--- config.mk ---
export PLATFORM = sky130hd
export DESIGN_NAME = wb_cmd_master_flat
export DESIGN_NICKNAME = d
export VERILOG_FILES = /design/src/rtl/wb_master_pkg.sv /design/src/rtl/wb_cmd_master_if.sv /design/src/rtl/wb_timeout_ctr.sv /design/src/rtl/wb_cmd_master.sv /design/src/flat_wrapper.sv
export SDC_FILE = /design/constraint.sdc
export NUM_CORES = 1
export LEC_CHECK = 0
export CAP_MARGIN = 5
export CORE_MARGIN = 2
export CORE_UTILIZATION = 35
export DETAILED_ROUTE_END_ITERATION = 10
export PLACE_DENSITY = 0.74
export SYNTH_ARGS = -nofsm -noshare
export SYNTH_HDL_FRONTEND = slang
export SYNTH_HIERARCHICAL = 1
export SYNTH_SLANG_ARGS = --single-unit
export TNS_END_PERCENT = 30
--- constraint.sdc ---
create_clock -name clk -period 1.9 [get_ports clk]
set_clock_uncertainty 0.15 [all_clocks]
set_input_delay 0.38 -clock clk [delete_from_list [all_inputs] [get_ports clk]]
set_output_delay 0.38 -clock clk [all_outputs]
set_load 0.005 [all_outputs]
--- src/rtl/wb_master_pkg.sv ---
// Shared encodings for the Wishbone command master: FSM states and the
// response status codes returned on the rsp channel.
package wb_master_pkg;

  typedef enum logic [1:0] {
    IDLE = 2'd0,
    BUS  = 2'd1,
    RESP = 2'd2
  } state_t;

  typedef logic [1:0] status_t;

  localparam status_t ST_OK      = 2'b00;
  localparam status_t ST_BUSERR  = 2'b01;
  localparam status_t ST_TIMEOUT = 2'b10;

endpackage

--- src/rtl/wb_cmd_master_if.sv ---
// Command/response handshake plus Wishbone master signals of wb_cmd_master.
// The master modport is the DUT view, the slave modport the opposite end.
interface wb_cmd_master_if #(
  parameter int ADDR_W = 32,
  parameter int DATA_W = 32
);
  localparam int SEL_W = DATA_W / 8;

  logic              cmd_valid;
  logic              cmd_ready;
  logic              cmd_we;
  logic [ADDR_W-1:0] cmd_addr;
  logic [DATA_W-1:0] cmd_wdata;
  logic [SEL_W-1:0]  cmd_sel;

  logic              rsp_valid;
  logic              rsp_ready;
  logic [DATA_W-1:0] rsp_rdata;
  logic [1:0]        rsp_status;

  logic              wbm_cyc_o;
  logic              wbm_stb_o;
  logic              wbm_we_o;
  logic [SEL_W-1:0]  wbm_sel_o;
  logic [ADDR_W-1:0] wbm_adr_o;
  logic [DATA_W-1:0] wbm_dat_o;
  logic [DATA_W-1:0] wbm_dat_i;
  logic              wbm_ack_i;
  logic              wbm_err_i;

  logic              busy;

  modport master (
    input  cmd_valid, cmd_we, cmd_addr, cmd_wdata, cmd_sel,
    input  rsp_ready,
    input  wbm_dat_i, wbm_ack_i, wbm_err_i,
    output cmd_ready,
    output rsp_valid, rsp_rdata, rsp_status,
    output wbm_cyc_o, wbm_stb_o, wbm_we_o, wbm_sel_o, wbm_adr_o, wbm_dat_o,
    output busy
  );

  modport slave (
    output cmd_valid, cmd_we, cmd_addr, cmd_wdata, cmd_sel,
    output rsp_ready,
    output wbm_dat_i, wbm_ack_i, wbm_err_i,
    input  cmd_ready,
    input  rsp_valid, rsp_rdata, rsp_status,
    input  wbm_cyc_o, wbm_stb_o, wbm_we_o, wbm_sel_o, wbm_adr_o, wbm_dat_o,
    input  busy
  );

endinterface

--- src/rtl/wb_timeout_ctr.sv ---
// Bus-cycle watchdog: counts enabled cycles from a clear and flags the last
// permitted cycle (TIMEOUT-1); it holds there instead of wrapping.
module wb_timeout_ctr #(
  parameter int TIMEOUT = 255
) (
  input  logic clk,
  input  logic reset,
  input  logic clear,
  input  logic enable,
  output logic expired
);

  localparam int               CNT_W = $clog2(TIMEOUT + 1);
  localparam logic [CNT_W-1:0] LAST  = CNT_W'(TIMEOUT - 1);

  logic [CNT_W-1:0] count_reg;

  assign expired = (count_reg == LAST);

  always_ff @(posedge clk) begin
    if (reset || clear) begin
      count_reg <= '0;
    end else if (enable && !expired) begin
      count_reg <= count_reg + CNT_W'(1);
    end
  end

endmodule

--- src/rtl/wb_cmd_master.sv ---
// Wishbone B4 classic single-transfer initiator: one command in, one CYC/STB
// cycle on the bus, one response out, with a watchdog bounding the wait.
module wb_cmd_master
  import wb_master_pkg::*;
#(
  parameter int ADDR_W  = 32,
  parameter int DATA_W  = 32,
  parameter int TIMEOUT = 255
) (
  input  logic             clk,
  input  logic             reset,
  wb_cmd_master_if.master  bus
);

  localparam int SEL_W = DATA_W / 8;

  state_t            state_reg, state_next;
  logic              we_reg;
  logic [ADDR_W-1:0] adr_reg;
  logic [DATA_W-1:0] dat_reg;
  logic [SEL_W-1:0]  sel_reg;
  logic [DATA_W-1:0] rdata_reg, rdata_next;
  status_t           status_reg, status_next;
  logic              accept;
  logic              expired;

  wb_timeout_ctr #(
    .TIMEOUT(TIMEOUT)
  ) u_timeout_ctr (
    .clk    (clk),
    .reset  (reset),
    .clear  (accept),
    .enable (state_reg == BUS),
    .expired(expired)
  );

  // Exit priority in BUS: err beats ack, and ack beats a same-cycle timeout.
  always_comb begin
    state_next  = state_reg;
    rdata_next  = rdata_reg;
    status_next = status_reg;
    accept      = 1'b0;
    case (state_reg)
      IDLE: begin
        if (bus.cmd_valid) begin
          accept     = 1'b1;
          state_next = BUS;
        end
      end
      BUS: begin
        if (bus.wbm_err_i) begin
          state_next  = RESP;
          rdata_next  = '0;
          status_next = ST_BUSERR;
        end else if (bus.wbm_ack_i) begin
          state_next  = RESP;
          rdata_next  = we_reg ? '0 : bus.wbm_dat_i;
          status_next = ST_OK;
        end else if (expired) begin
          state_next  = RESP;
          rdata_next  = '0;
          status_next = ST_TIMEOUT;
        end
      end
      RESP: begin
        if (bus.rsp_ready) begin
          state_next = IDLE;
        end
      end
      default: state_next = IDLE;
    endcase
  end

  always_ff @(posedge clk) begin
    if (reset) begin
      state_reg  <= IDLE;
      we_reg     <= 1'b0;
      adr_reg    <= '0;
      dat_reg    <= '0;
      sel_reg    <= '0;
      rdata_reg  <= '0;
      status_reg <= ST_OK;
    end else begin
      state_reg  <= state_next;
      rdata_reg  <= rdata_next;
      status_reg <= status_next;
      if (accept) begin
        we_reg  <= bus.cmd_we;
        adr_reg <= bus.cmd_addr;
        dat_reg <= bus.cmd_wdata;
        sel_reg <= bus.cmd_sel;
      end
    end
  end

  // CYC/STB and the handshakes follow the registered state directly; the
  // address/data/select/we lines simply keep their last command when idle.
  assign bus.cmd_ready  = (state_reg == IDLE);
  assign bus.busy       = (state_reg != IDLE);
  assign bus.wbm_cyc_o  = (state_reg == BUS);
  assign bus.wbm_stb_o  = (state_reg == BUS);
  assign bus.wbm_we_o   = we_reg;
  assign bus.wbm_adr_o  = adr_reg;
  assign bus.wbm_dat_o  = dat_reg;
  assign bus.wbm_sel_o  = sel_reg;
  assign bus.rsp_valid  = (state_reg == RESP);
  assign bus.rsp_rdata  = rdata_reg;
  assign bus.rsp_status = status_reg;

endmodule

--- src/flat_wrapper.sv ---
// flat-port wrapper written by rule: the top's interface ports become plain ports
module wb_cmd_master_flat import wb_master_pkg::*;
#(
  parameter int ADDR_W  = 32,
  parameter int DATA_W  = 32,
  parameter int TIMEOUT = 255
)
  (clk, reset, bus_cmd_valid, bus_cmd_we, bus_cmd_addr, bus_cmd_wdata, bus_cmd_sel, bus_rsp_ready, bus_wbm_dat_i, bus_wbm_ack_i, bus_wbm_err_i, bus_cmd_ready, bus_rsp_valid, bus_rsp_rdata, bus_rsp_status, bus_wbm_cyc_o, bus_wbm_stb_o, bus_wbm_we_o, bus_wbm_sel_o, bus_wbm_adr_o, bus_wbm_dat_o, bus_busy);
  wb_cmd_master_if #(.ADDR_W(ADDR_W), .DATA_W(DATA_W)) bus_i ();
  input  logic clk;
  input  logic reset;
  input wire logic [$bits(bus_i.cmd_valid)-1:0] bus_cmd_valid;
  input wire logic [$bits(bus_i.cmd_we)-1:0] bus_cmd_we;
  input wire logic [$bits(bus_i.cmd_addr)-1:0] bus_cmd_addr;
  input wire logic [$bits(bus_i.cmd_wdata)-1:0] bus_cmd_wdata;
  input wire logic [$bits(bus_i.cmd_sel)-1:0] bus_cmd_sel;
  input wire logic [$bits(bus_i.rsp_ready)-1:0] bus_rsp_ready;
  input wire logic [$bits(bus_i.wbm_dat_i)-1:0] bus_wbm_dat_i;
  input wire logic [$bits(bus_i.wbm_ack_i)-1:0] bus_wbm_ack_i;
  input wire logic [$bits(bus_i.wbm_err_i)-1:0] bus_wbm_err_i;
  output wire logic [$bits(bus_i.cmd_ready)-1:0] bus_cmd_ready;
  output wire logic [$bits(bus_i.rsp_valid)-1:0] bus_rsp_valid;
  output wire logic [$bits(bus_i.rsp_rdata)-1:0] bus_rsp_rdata;
  output wire logic [$bits(bus_i.rsp_status)-1:0] bus_rsp_status;
  output wire logic [$bits(bus_i.wbm_cyc_o)-1:0] bus_wbm_cyc_o;
  output wire logic [$bits(bus_i.wbm_stb_o)-1:0] bus_wbm_stb_o;
  output wire logic [$bits(bus_i.wbm_we_o)-1:0] bus_wbm_we_o;
  output wire logic [$bits(bus_i.wbm_sel_o)-1:0] bus_wbm_sel_o;
  output wire logic [$bits(bus_i.wbm_adr_o)-1:0] bus_wbm_adr_o;
  output wire logic [$bits(bus_i.wbm_dat_o)-1:0] bus_wbm_dat_o;
  output wire logic [$bits(bus_i.busy)-1:0] bus_busy;
  assign bus_i.cmd_valid = bus_cmd_valid;
  assign bus_i.cmd_we = bus_cmd_we;
  assign bus_i.cmd_addr = bus_cmd_addr;
  assign bus_i.cmd_wdata = bus_cmd_wdata;
  assign bus_i.cmd_sel = bus_cmd_sel;
  assign bus_i.rsp_ready = bus_rsp_ready;
  assign bus_i.wbm_dat_i = bus_wbm_dat_i;
  assign bus_i.wbm_ack_i = bus_wbm_ack_i;
  assign bus_i.wbm_err_i = bus_wbm_err_i;
  assign bus_cmd_ready = bus_i.cmd_ready;
  assign bus_rsp_valid = bus_i.rsp_valid;
  assign bus_rsp_rdata = bus_i.rsp_rdata;
  assign bus_rsp_status = bus_i.rsp_status;
  assign bus_wbm_cyc_o = bus_i.wbm_cyc_o;
  assign bus_wbm_stb_o = bus_i.wbm_stb_o;
  assign bus_wbm_we_o = bus_i.wbm_we_o;
  assign bus_wbm_sel_o = bus_i.wbm_sel_o;
  assign bus_wbm_adr_o = bus_i.wbm_adr_o;
  assign bus_wbm_dat_o = bus_i.wbm_dat_o;
  assign bus_busy = bus_i.busy;
  wb_cmd_master #(.ADDR_W(ADDR_W), .DATA_W(DATA_W), .TIMEOUT(TIMEOUT)) u_core (.clk(clk), .reset(reset), .bus(bus_i));
endmodule
# [Yosys cells after proc, flatten, opt, wreduce, memory -nomap -nowiden]
# Cells that the tools add are included.
[totals] reg_bits=113 in_bits=107 wordCells=37
[op_classes] add_sub_neg=1 n_eq_ne=6 mux=14 n_reduce_logical=8
[op_table] op="$mux 32" count=4
[op_table] op="$mux 2" count=7
[op_table] op="$add 8x1->8 const B" count=1
[op_table] op="$eq 8x8->1 const B" count=1
[op_table] op="$pmux 2 s3" count=1
[op_table] op="$ne 2x2->1 const B" count=2
[op_table] op="$ne 4x3->1 const B" count=1
[op_table] op="$reduce_and 3->1" count=1
[op_table] op="$reduce_bool 3->1" count=1
[op_table] op="$eq 2x1->1 const B" count=1
[op_table] op="$eq 2x2->1 const B" count=1
[op_table] op="$logic_not 2->1" count=1
[op_table] op="$mux 1" count=2
[op_table] op="$reduce_and 2->1" count=1
[op_table] op="$reduce_bool 2->1" count=1
[op_table] op="$logic_and 1x1->1" count=1
[op_table] op="$logic_not 1->1" count=1
[op_table] op="$logic_or 1x1->1" count=1

# [Depth between registers and ports, before layout]
[logic_depth] word_depth=5 ltp_mapped=9 ltp_nobuf=8

# [Cells and area by module]
# Netlist, hierarchy kept.
[modules_own_cells] mod="wb_cmd_master" n_inst=1 cells_each=463 area_each_um2=3947.5 seq_area_each_um2=2102.0
[modules_own_cells] mod="wb_timeout_ctr" n_inst=1 cells_each=51 area_each_um2=442.9 seq_area_each_um2=160.2

# [Worst setup path after synthesis]
# No wires, ideal clock.
[synth_timing] path_kind="register -> register" start="reg u_core.u_timeout_ctr.count_reg[0]" end="reg u_core.rdata_reg[10] (netlist: u_core/bus.rsp_rdata[10])" setup_time_ns=0.121 t_arrival_ns=1.611 t_required_ns=1.629 slack_ns=0.018 path_stages_with_launch=10 synth_period_minus_slack_ns=1.882 path_cell_list="dfxtp_1 > inv_1 > ha_1 > and3_1 > nand2_1 > inv_1 > nor3_1 > nor2_2 > buf_4 > mux2i_1"
[synth_via] elab_chain_len=3
[synth_rtl] item="from (decl)" line_no="wb_timeout_ctr.sv:16" source="logic [CNT_W-1:0] count_reg;"
[synth_rtl] item="from (signal assigned)" line_no="wb_timeout_ctr.sv:24" source="count_reg <= count_reg + CNT_W'(1);"
[synth_rtl] item="$eq 8x8->1" line_no="wb_timeout_ctr.sv:18" source="assign expired = (count_reg == LAST);"
[synth_rtl] item="via u_core.expired" line_no="wb_cmd_master.sv:25" source="logic expired;"
[synth_rtl] item="$reduce_bool 3->1 (no line)"
[synth_rtl] item="$reduce_and 2->1 (no line)"
[synth_rtl] item="to (signal assigned)" line_no="wb_cmd_master.sv:85" source="rdata_reg <= rdata_next;"
[synth_rtl] item="to (decl)" line_no="wb_cmd_master.sv:22" source="logic [DATA_W-1:0] rdata_reg, rdata_next;"
# The timed path passes the listed nets, and every way through them passes these cells.
# A chain may end at the register's enable or synchronous reset.

# [Final worst setup path]
[layout_timing] start="reg u_core.u_timeout_ctr.count_reg[0]" end="reg u_core.state_reg[1]"
[layout_via] elab_chain_len=3
[layout_rtl] item="$eq 8x8->1" line_no="wb_timeout_ctr.sv:18"
[layout_rtl] item="via u_core.expired" line_no="wb_cmd_master.sv:25"
[layout_rtl] item="$ne 4x3->1 (no line)"
[layout_rtl] item="$reduce_and 3->1 (no line)"
[layout_rtl] item="to (signal assigned)" line_no="wb_cmd_master.sv:84" source="state_reg <= state_next;"
[layout_rtl] item="to (decl)" line_no="wb_cmd_master.sv:17" source="state_t state_reg, state_next;"
# The timed path passes the listed nets, and every way through them passes these cells.

==> out/metrics.cfg <==
[grt]
antenna_found_initial=0
overflow=0
top_usage_layer=met2
grt_pass1_wl_um=20200
grt_util_met2=0.292
grt_pass1_vias=4266
grt_max_degree=64
use_met3=0.0931
grt_usage=0.191
use_met1=0.223

[timing]
hold_viol_final=0
slew_headroom=0.708
worstMarginPinSlew_ns=0.433
slew_viol_final=0
holdWs_ns=0.156
fin_crit_sh=0.962
period_needed_ns=1.83
setup_viol=0
timing.fmax_mhz=547

[synth]
async_flop_share=0
syn_inst=514
dominantRegCellSynth=dfxtp_1
netlist_top_cells_area=dfxtp_1 (52%), nand2_1 (15%), a21oi_1 (8.4%), mux2i_1 (8.0%), nand2b_1 (4.7%)
synth_edf_count=0
avgSynthCellArea_um2=8.54
synth.largest_area_cell=dfxtp_1
ys_seq_area_frac=0.515
ys_warn_count=6
synth_cell_type_count=37
yosys.area.top_type_share=0.515
syn-num-nets=623
synth-seq-cells=113
syn_area_um2=4390

[cts]
clkSinkCount=113
clock_latency_ns=0.40
hold_buffers=0
cts_root_buffer=clkbuf_16
htreeDepth=4
clkTransAtPathRegs_ns=0.05
cts_buffers=17
clk_path_buf_depth=2
tritoncts=yes

[drt]
viasPerCell=4.69
drt-pass1-iter-count=4
drc=0
drtIter0Drc=165
wl_per_cell_um=14.3
routed_wl_um=13200
vias=4326
postRouteAntennaNets=0

[layout]
fin_cells=923
final_nets=851
syn_to_final_growth_pct=71.6
n_antenna_cell=0
final_util=0.622
post-route-cell-area_um2=7530
drive_gt1_frac=0.106

[floorplanning]
dieWidth_um=116
rows=40
io_pins=215
die_h_um=116
die_area_um2=13500
start_util=0.363
core_area_um2=12100

[placement]
place.gp.congestion=0.808
dpl.cell_count=886
dp_hpwl_um=9330
place_area_um2=6770
portBuffers=214

[flow_run]
max_cap_viol_count=0

[worst_setup_path]
timing.rr.start=u_core/u_timeout_ctr/count_reg[0]$_SDFFE_PP0P_
cp_common_cell=inv_2
critPathSlowestCell=dfxtp_2
start_kind=flop
crit_path_cell_trace=inv_2, ha_2, and3_4, nand2_4, inv_2, nor3_4, nor2_4, buf_12, buf_6, o21ba_1
worstSetupStartpoint=u_core/u_timeout_ctr/count_reg[0]$_SDFFE_PP0P_
critPathTopFamily=simple AND/OR/NAND/NOR gates
critPathBufInv=4
critPathMaxStageDelay_ns=0.32
arrival_ns=1.97
cp-end-kind=flop
crit_type=reg2reg
required_ns=2.04
crit_fanout=6

[status]
outcome=complete, no violations

[pwr]
p_leak_nw=2.84
irDropWorstVdd_uv=596
power_density_nw_per_um2=911

[min_path]
hp-start=reset
hold_class=in2reg

==> placed cells by master, fill, tap and decap left out, types with 3 or more instances in the layout <==
cell,n
a21oi_1,74
buf_12,5
buf_4,21
bufinv_16,4
clkbuf_16,19
clkbuf_8,4
clkdlybuf4s50_1,208
clkinv_2,4
dfxtp_1,109
dfxtp_2,4
dlygate4sd2_1,5
inv_2,3
mux2i_1,35
nand2_1,176
nand2b_1,32
nand3_1,3
nor2_1,5
o21ai_0,3
==> cell type report <==
class                           instances  area, µm²
Tap cell                              168        210
Timing Repair Buffer                  243       2460
Inverter                                6       27.5
Fill cell                            1068       4580
Sequential cell                       113       2270
Clock inverter                         10        155
Clock buffer                           22        484
Multi-Input combinational cell        361       1930
==> final timing paths <==
kind              slack (ns)                               endpoint  cells after the start
setup / recovery        0.07       u_core/state_reg[1]$_SDFFE_PP0P_                     10
setup reg to reg        0.07       u_core/state_reg[1]$_SDFFE_PP0P_                     10
hold reg to reg         0.30  u_core/bus.wbm_adr_o[31]$_SDFFE_PP0P_                      2
hold / removal          0.16       u_core/state_reg[0]$_SDFFE_PP0P_                      2
==> where the power goes <==
| group | switching [mW] | internal, mW | leakage [nW] |
|---|---|---|---|
| sequential | 0.0622 | 2.49 | 0.924 |
| clock | 1.06 | 2.32 | 0.312 |
| combinational | 0.371 | 0.560 | 1.60 |
==> logic make-up (layout without fill, tap and decap cells) <==
kind of cell	after synthesis	after routing	synth area share
muxes	35	35	0.0798
AOI/OAI and AO/OA	88	88	0.108
buffers and inverters	40	281	0.0561
adders and majority gates	2	2	0.00570
and+or+nand+nor	236	236	0.235
DFF	113	113	0.515
==> per-layer routing <==
layer  wire, µm  vias up  part of all wire
li1           -     2138                 -
met1       5400     1959              0.41
met2       6030      197              0.46
met3       1370       32              0.10
met4        369        0             0.028
met5          0        -                 0
==> metrics by stage <==
step,setup slack (ns),TNS (ns),power [mW]
final,0.0714,0,6.87
after global routing,-0.00966,-0.00966,7.14
after CTS,0.0337,0,6.91
after detailed placement,-0.252,-18.17,3.50
after global placement,-0.224,-16.11,3.48
after floorplan,0.0175,0,2.95
==> what timing repair did <==
action / CTS / global route
gates resized for setup: 13 / 9
setup buffers: 0 / 2
gates cloned: 0 / 3
pin swaps: 0 / 2
setup endpoints to repair: 39 / 29
==> Yosys cell counts (2+ instances only) <==
cell type / instances
a211oi_1: 2
a21oi_1: 74
a31oi_1: 2
and3_1: 2
buf_1: 7
buf_2: 4
buf_4: 5
buf_6: 9
clkbuf_1: 9
dfxtp_1: 113
ha_1: 2
inv_1: 5
mux2i_1: 35
nand2_1: 177
nand2b_1: 33
nand3_1: 3
nand4_1: 2
nor2_1: 5
nor2b_1: 2
nor3_1: 2
o21ai_0: 3
or2_2: 2
or3_1: 2
(Power assumes the default switching activity.)
